**config.mk**
```make
export PLATFORM = sky130hd
export DESIGN_NAME = median_window_gen
export DESIGN_NICKNAME = d
export VERILOG_FILES = /design/src/rtl/median_window_gen.sv
export SDC_FILE = /design/constraint.sdc
export NUM_CORES = 1
export LEC_CHECK = 0
export CORE_UTILIZATION = 45
export DETAILED_ROUTE_END_ITERATION = 10
export GPL_ROUTABILITY_DRIVEN = 0
export PLACE_DENSITY = 0.58
export SETUP_SLACK_MARGIN = 0.3
export SLEW_MARGIN = 20
export SYNTH_ARGS = -nofsm -noshare
export SYNTH_HDL_FRONTEND = slang
export SYNTH_SLANG_ARGS = --single-unit
export TNS_END_PERCENT = 10
```
**constraint.sdc**
```tcl
create_clock -name clk -period 6.1 [get_ports clk]
set_input_delay 1.83 -clock clk [delete_from_list [all_inputs] [get_ports clk]]
set_output_delay 1.83 -clock clk [all_outputs]
set_load 0.01 [all_outputs]
```
**src/rtl/median_window_gen.sv**
```systemverilog
// 3x3 window generator feeding the median filter, two line buffers deep.
// Optional MEDWIN_CNT_EN adds a 16-bit consumed-window counter output.
module median_window_gen #(
    parameter int IMG_W = 64,
    parameter int IMG_H = 48
) (
    input  logic        clk,
    input  logic        rst_n,
    input  logic [7:0]  pix_in,
    input  logic        pix_valid,
    output logic        pix_ready,
    input  logic        tx_ready,
    output logic [7:0]  win_1,
    output logic [7:0]  win_2,
    output logic [7:0]  win_3,
    output logic [7:0]  win_4,
    output logic [7:0]  win_5,
    output logic [7:0]  win_6,
    output logic [7:0]  win_7,
    output logic [7:0]  win_8,
    output logic [7:0]  win_9,
    output logic        win_valid,
`ifdef MEDWIN_CNT_EN
    output logic [15:0] win_count,
`endif
    output logic        frame_done
);

    localparam int CW = $clog2(IMG_W);
    localparam int RW = $clog2(IMG_H);

    typedef enum logic {
        S_PRIME,
        S_STREAM
    } state_t;

    state_t        state;
    state_t        state_nx;
    logic [CW-1:0] col;
    logic [RW-1:0] row;
    logic          accept;
    logic          col_last;
    logic          row_last;
    logic          frame_end;
    logic          emit;
    logic [7:0]    top_px;
    logic [7:0]    mid_px;
    logic [7:0]    lb0 [IMG_W];
    logic [7:0]    lb1 [IMG_W];
    logic [7:0]    w   [9];

    assign pix_ready = rst_n && (!win_valid || tx_ready);
    assign accept    = pix_valid && pix_ready;
    assign col_last  = (col == CW'(IMG_W - 1));
    assign row_last  = (row == RW'(IMG_H - 1));
    assign frame_end = accept && row_last && col_last;
    assign top_px    = lb0[col];
    assign mid_px    = lb1[col];

    always_ff @(posedge clk or negedge rst_n) begin
        if (!rst_n) begin
            state <= S_PRIME;
        end else begin
            state <= state_nx;
        end
    end

    // Windows only leave while streaming rows 2.. and once three columns exist
    always_comb begin
        state_nx = state;
        emit     = 1'b0;
        unique case (state)
            S_PRIME: begin
                if (accept && row == RW'(1) && col_last) begin
                    state_nx = S_STREAM;
                end
            end
            S_STREAM: begin
                emit = accept && (col >= CW'(2));
                if (frame_end) begin
                    state_nx = S_PRIME;
                end
            end
        endcase
    end

    always_ff @(posedge clk or negedge rst_n) begin
        if (!rst_n) begin
            col <= '0;
            row <= '0;
        end else if (accept) begin
            if (col_last) begin
                col <= '0;
                row <= row_last ? '0 : row + 1'b1;
            end else begin
                col <= col + 1'b1;
            end
        end
    end

    // Line buffers are not reset; the priming rows overwrite them
    always_ff @(posedge clk) begin
        if (accept) begin
            lb0[col] <= mid_px;
            lb1[col] <= pix_in;
        end
    end

    always_ff @(posedge clk or negedge rst_n) begin
        if (!rst_n) begin
            for (int i = 0; i < 9; i++) begin
                w[i] <= '0;
            end
        end else if (accept) begin
            w[0] <= w[1];
            w[1] <= w[2];
            w[2] <= top_px;
            w[3] <= w[4];
            w[4] <= w[5];
            w[5] <= mid_px;
            w[6] <= w[7];
            w[7] <= w[8];
            w[8] <= pix_in;
        end
    end

    always_ff @(posedge clk or negedge rst_n) begin
        if (!rst_n) begin
            win_valid  <= 1'b0;
            frame_done <= 1'b0;
        end else begin
            frame_done <= frame_end;
            if (accept) begin
                win_valid <= emit;
            end else if (tx_ready) begin
                win_valid <= 1'b0;
            end
        end
    end

`ifdef MEDWIN_CNT_EN
    always_ff @(posedge clk or negedge rst_n) begin
        if (!rst_n) begin
            win_count <= '0;
        end else if (win_valid && tx_ready) begin
            win_count <= win_count + 16'd1;
        end
    end
`endif

    assign win_1 = w[0];
    assign win_2 = w[1];
    assign win_3 = w[2];
    assign win_4 = w[3];
    assign win_5 = w[4];
    assign win_6 = w[5];
    assign win_7 = w[6];
    assign win_8 = w[7];
    assign win_9 = w[8];

endmodule
```
==> results.toml <==
[status]
status = "completed"

[timing]
tns_ns = 0
relSlewSlack_pct = 21.4
hold_viol_final = 0
rsz0062_at_grt = "false"
setup_viol = 0
hold_slack_ns = 0.472
final.min_clock_period_ns = 5.07
post-route-period-util_pct = 83.1
slew_violations = 0
fin_skew_ns = 0.0448
max_freq_ghz = 0.197
fin_ws_ns = 1.03
tightest_slew_ns = 1.18

[detailed_routing]
drc = 0
drt_wl_total_mm = 131
vias = 25700
drtIter0Drc = 3451
wl_per_cell_um = 31.8
ant_nets = 0
drt-pass1-iter-count = 7
viasPerCell = 6.25

[clock_network]
cts.sink_count = 1111
cts_resized = 0
postCtsHoldBufs = 0
path_clk_slew_ns = 0.06
cts_tree = "yes"
cts_buffer_depth = 3
htreeDepth = 3
cts_setup_buffers = 0
cts-root-buf = "clkbuf_16"
insertion_delay_ns = 0.71
numCtsBuffers = 110

[synth]
synth_top_area_share_pct = 71.3
yosysTopAreaCell = "edfxtp_1"
ys_seq_area_share_pct = 76.4
synthArstFlopShare_pct = 7.83
yosysWarnings = 0
avgSynthCellArea_um2 = 16.8
synth_edf_count = 1024
synth_ff_type = "edfxtp_1"
syn-instance-count = 2568
synth_area_leaders = "edfxtp_1 (71%), dfrtp_1 (5.1%), mux4_2 (2.4%), mux2i_1 (2.3%), a22oi_1 (2.2%)"
syn_nets = 2584
synth_area_um2 = 43100
synth.ff_latch_count = 1111
synthDistinctLibCells = 78

[global_route]
grt_busiest_layer = "met2"
grt_max_degree = 66
grtUsageMet2_pct = 41.4
grt_usage_pct = 26.8
antenna_found_initial = 1
grt_pass1_vias = 24800
grt_pass1_wl_mm = 186
met1_usage_pct = 37.5
met3_usage_pct = 5.35
grt-ovfl-total = 0

[cells_and_area]
layout-drive-gt1-share_pct = 17.2
mostFrequentLayoutCells = "edfxtp_1 (1,024), nand2_1 (241), buf_4 (172)"
final_common_cell = "edfxtp_1"
nets = 2767
fillers = 7715
diodes = 0
area_growth_syn_to_layout_pct = 14.8

[placement]
io_buffers = 86
place_ws_ns = 1.02
hpwl_mm = 80.5

[pwr]
p_comb_share_pct = 29.2
swShare_pct = 34.5
seqPwrFrac_pct = 43.0
power.internal_uw = 15400
clockPowerShare_pct = 27.8
p_total_uw = 23500
power.density_nw_per_um2 = 476
ir_drop_uv = 333
p_switching_uw = 8130
leakagePower_uw = 0.0163

[floorplanning]
die_h_um = 312
die_area_um2 = 97000
start_util_pct = 45.4
num_io_pins = 87
die_x_um = 312
num_rows = 113
coreArea_um2 = 95000

[setup_path]
cp_num_buf_inv = 2
worstSetupEndpointType = "output pin"
path_cells = "clkdlybuf4s50_1, nand2b_1, and2_1, clkdlybuf4s50_1"
max_stage_delay_ns = 0.54
cp_common_cell = "clkdlybuf4s50_1"
crit_family = "buffers and inverters"
critPathKind = "primary input to output pin"
worst_ep_required_time_ns = 4.27
critPathArrivalTime_ns = 3.24
critical_path.max_fanout = 4
cp-start-kind = "primary input"
cp_slowest_cell = "clkdlybuf4s50_1"

[min_path]
hold_class = "flop to flop"

[job]
cap_violations = 0
## synthesized netlist by cell type (all sizes together), types with 5 or more instances
cell type and instances:
a31oi 25, o21ai 48, nand3 21, a21oi 63, nor4b 5, nor3 15, clkbuf 72, a32oi 7
nor3b 8, a22oi 128, nand4 10, a22o 36, o221ai 24, dfrtp 87, buf 116, nand3b 6
a221oi 84, o22a 11, nand2b 5, nand2 243, edfxtp 1024, mux2 72, and3 14, o211ai 8
o2bb2ai 5, a211oi 15, o32a 6, a2111oi 5, and2 7, a221o 14, o22ai 58, mux2i 99
nor2b 9, mux4 45, nor2 107
## power by group through the flow
stage | Clock, uW | Sequential (uW) | Combinational [uW]
finish | 6540 | 10100 | 6870
global route | 6920 | 10200 | 7160
CTS | 6620 | 10100 | 6830
detailed placement | 0 | 10300 | 6810
global placement | 0 | 10300 | 6700
floorplan | 0 | 10200 | 3580
## metal layers
metal	wire [um]	vias to the layer above
li1	-	10700
met1	51800	13300
met2	60000	1480
met3	13400	266
met4	5480	0
met5	0	-
## final cells by class
class	count	area [um2]	share of cell area, %
repair buffers	259	2140	4.33
well taps	1265	1580	3.20
multi-input cells	1265	9320	18.8
inverters	4	15.0	0.0303
flip-flops and latches	1111	32900	66.6
clock inverters	57	433	0.875
clock buffers	147	3050	6.16
## state kept, by name, summed over array words and instances, names as in the netlist, 8 cells and up
name	count
win_1	8
win_9	8
lb0	512
win_6	8
lb1	512
win_4	8
win_2	8
win_7	8
win_8	8
win_3	8
win_5	8
## path summary, 6_finish.rpt
kind,slack (ns),depth (start not counted),from,endpoint
worst max-delay path,1.03,4,tx_ready,pix_ready
worst max register to register,1.40,8,col[1],win_3[3]
min in group asynchronous,1.08,1,rst_n,win_3[3]
worst min register to register,0.47,2,win_1[0],win_1[0]
worst min-delay path,0.47,2,win_1[0],win_1[0]
max in group asynchronous,3.89,2,rst_n,win_9[5]
## worst min-delay path, delay by kind of cell, from the launching register on
| family | cells | cell delay, ns |
|---|---|---|
| AND/OR/NAND/NOR | 2 | 0.10 |
| flip-flops | 1 | 0.34 |
## kinds of logic (layout without fill, tap and decap cells)
group	after synthesis	after routing	synth area share, %
flops	1111	1111	76.4
compound gates	565	565	9.71
simple gates	473	473	4.90
mux	216	216	6.54
buf+inv	192	467	2.20
xor+xnor	7	7	0.142
fa+ha+maj	4	4	0.116
## stage by stage
stage / instance area [um2] / utilization, % / instances
floorplan: 43100 / - / 2568
global placement: 46000 / 48.4 / 3904
detailed placement: 46000 / 48.4 / 3904
CTS: 49500 / 52.1 / 4108
global route: 49500 / 52.1 / 4108
finish: 49500 / 52.1 / 4108
(Power assumes the default switching activity.)
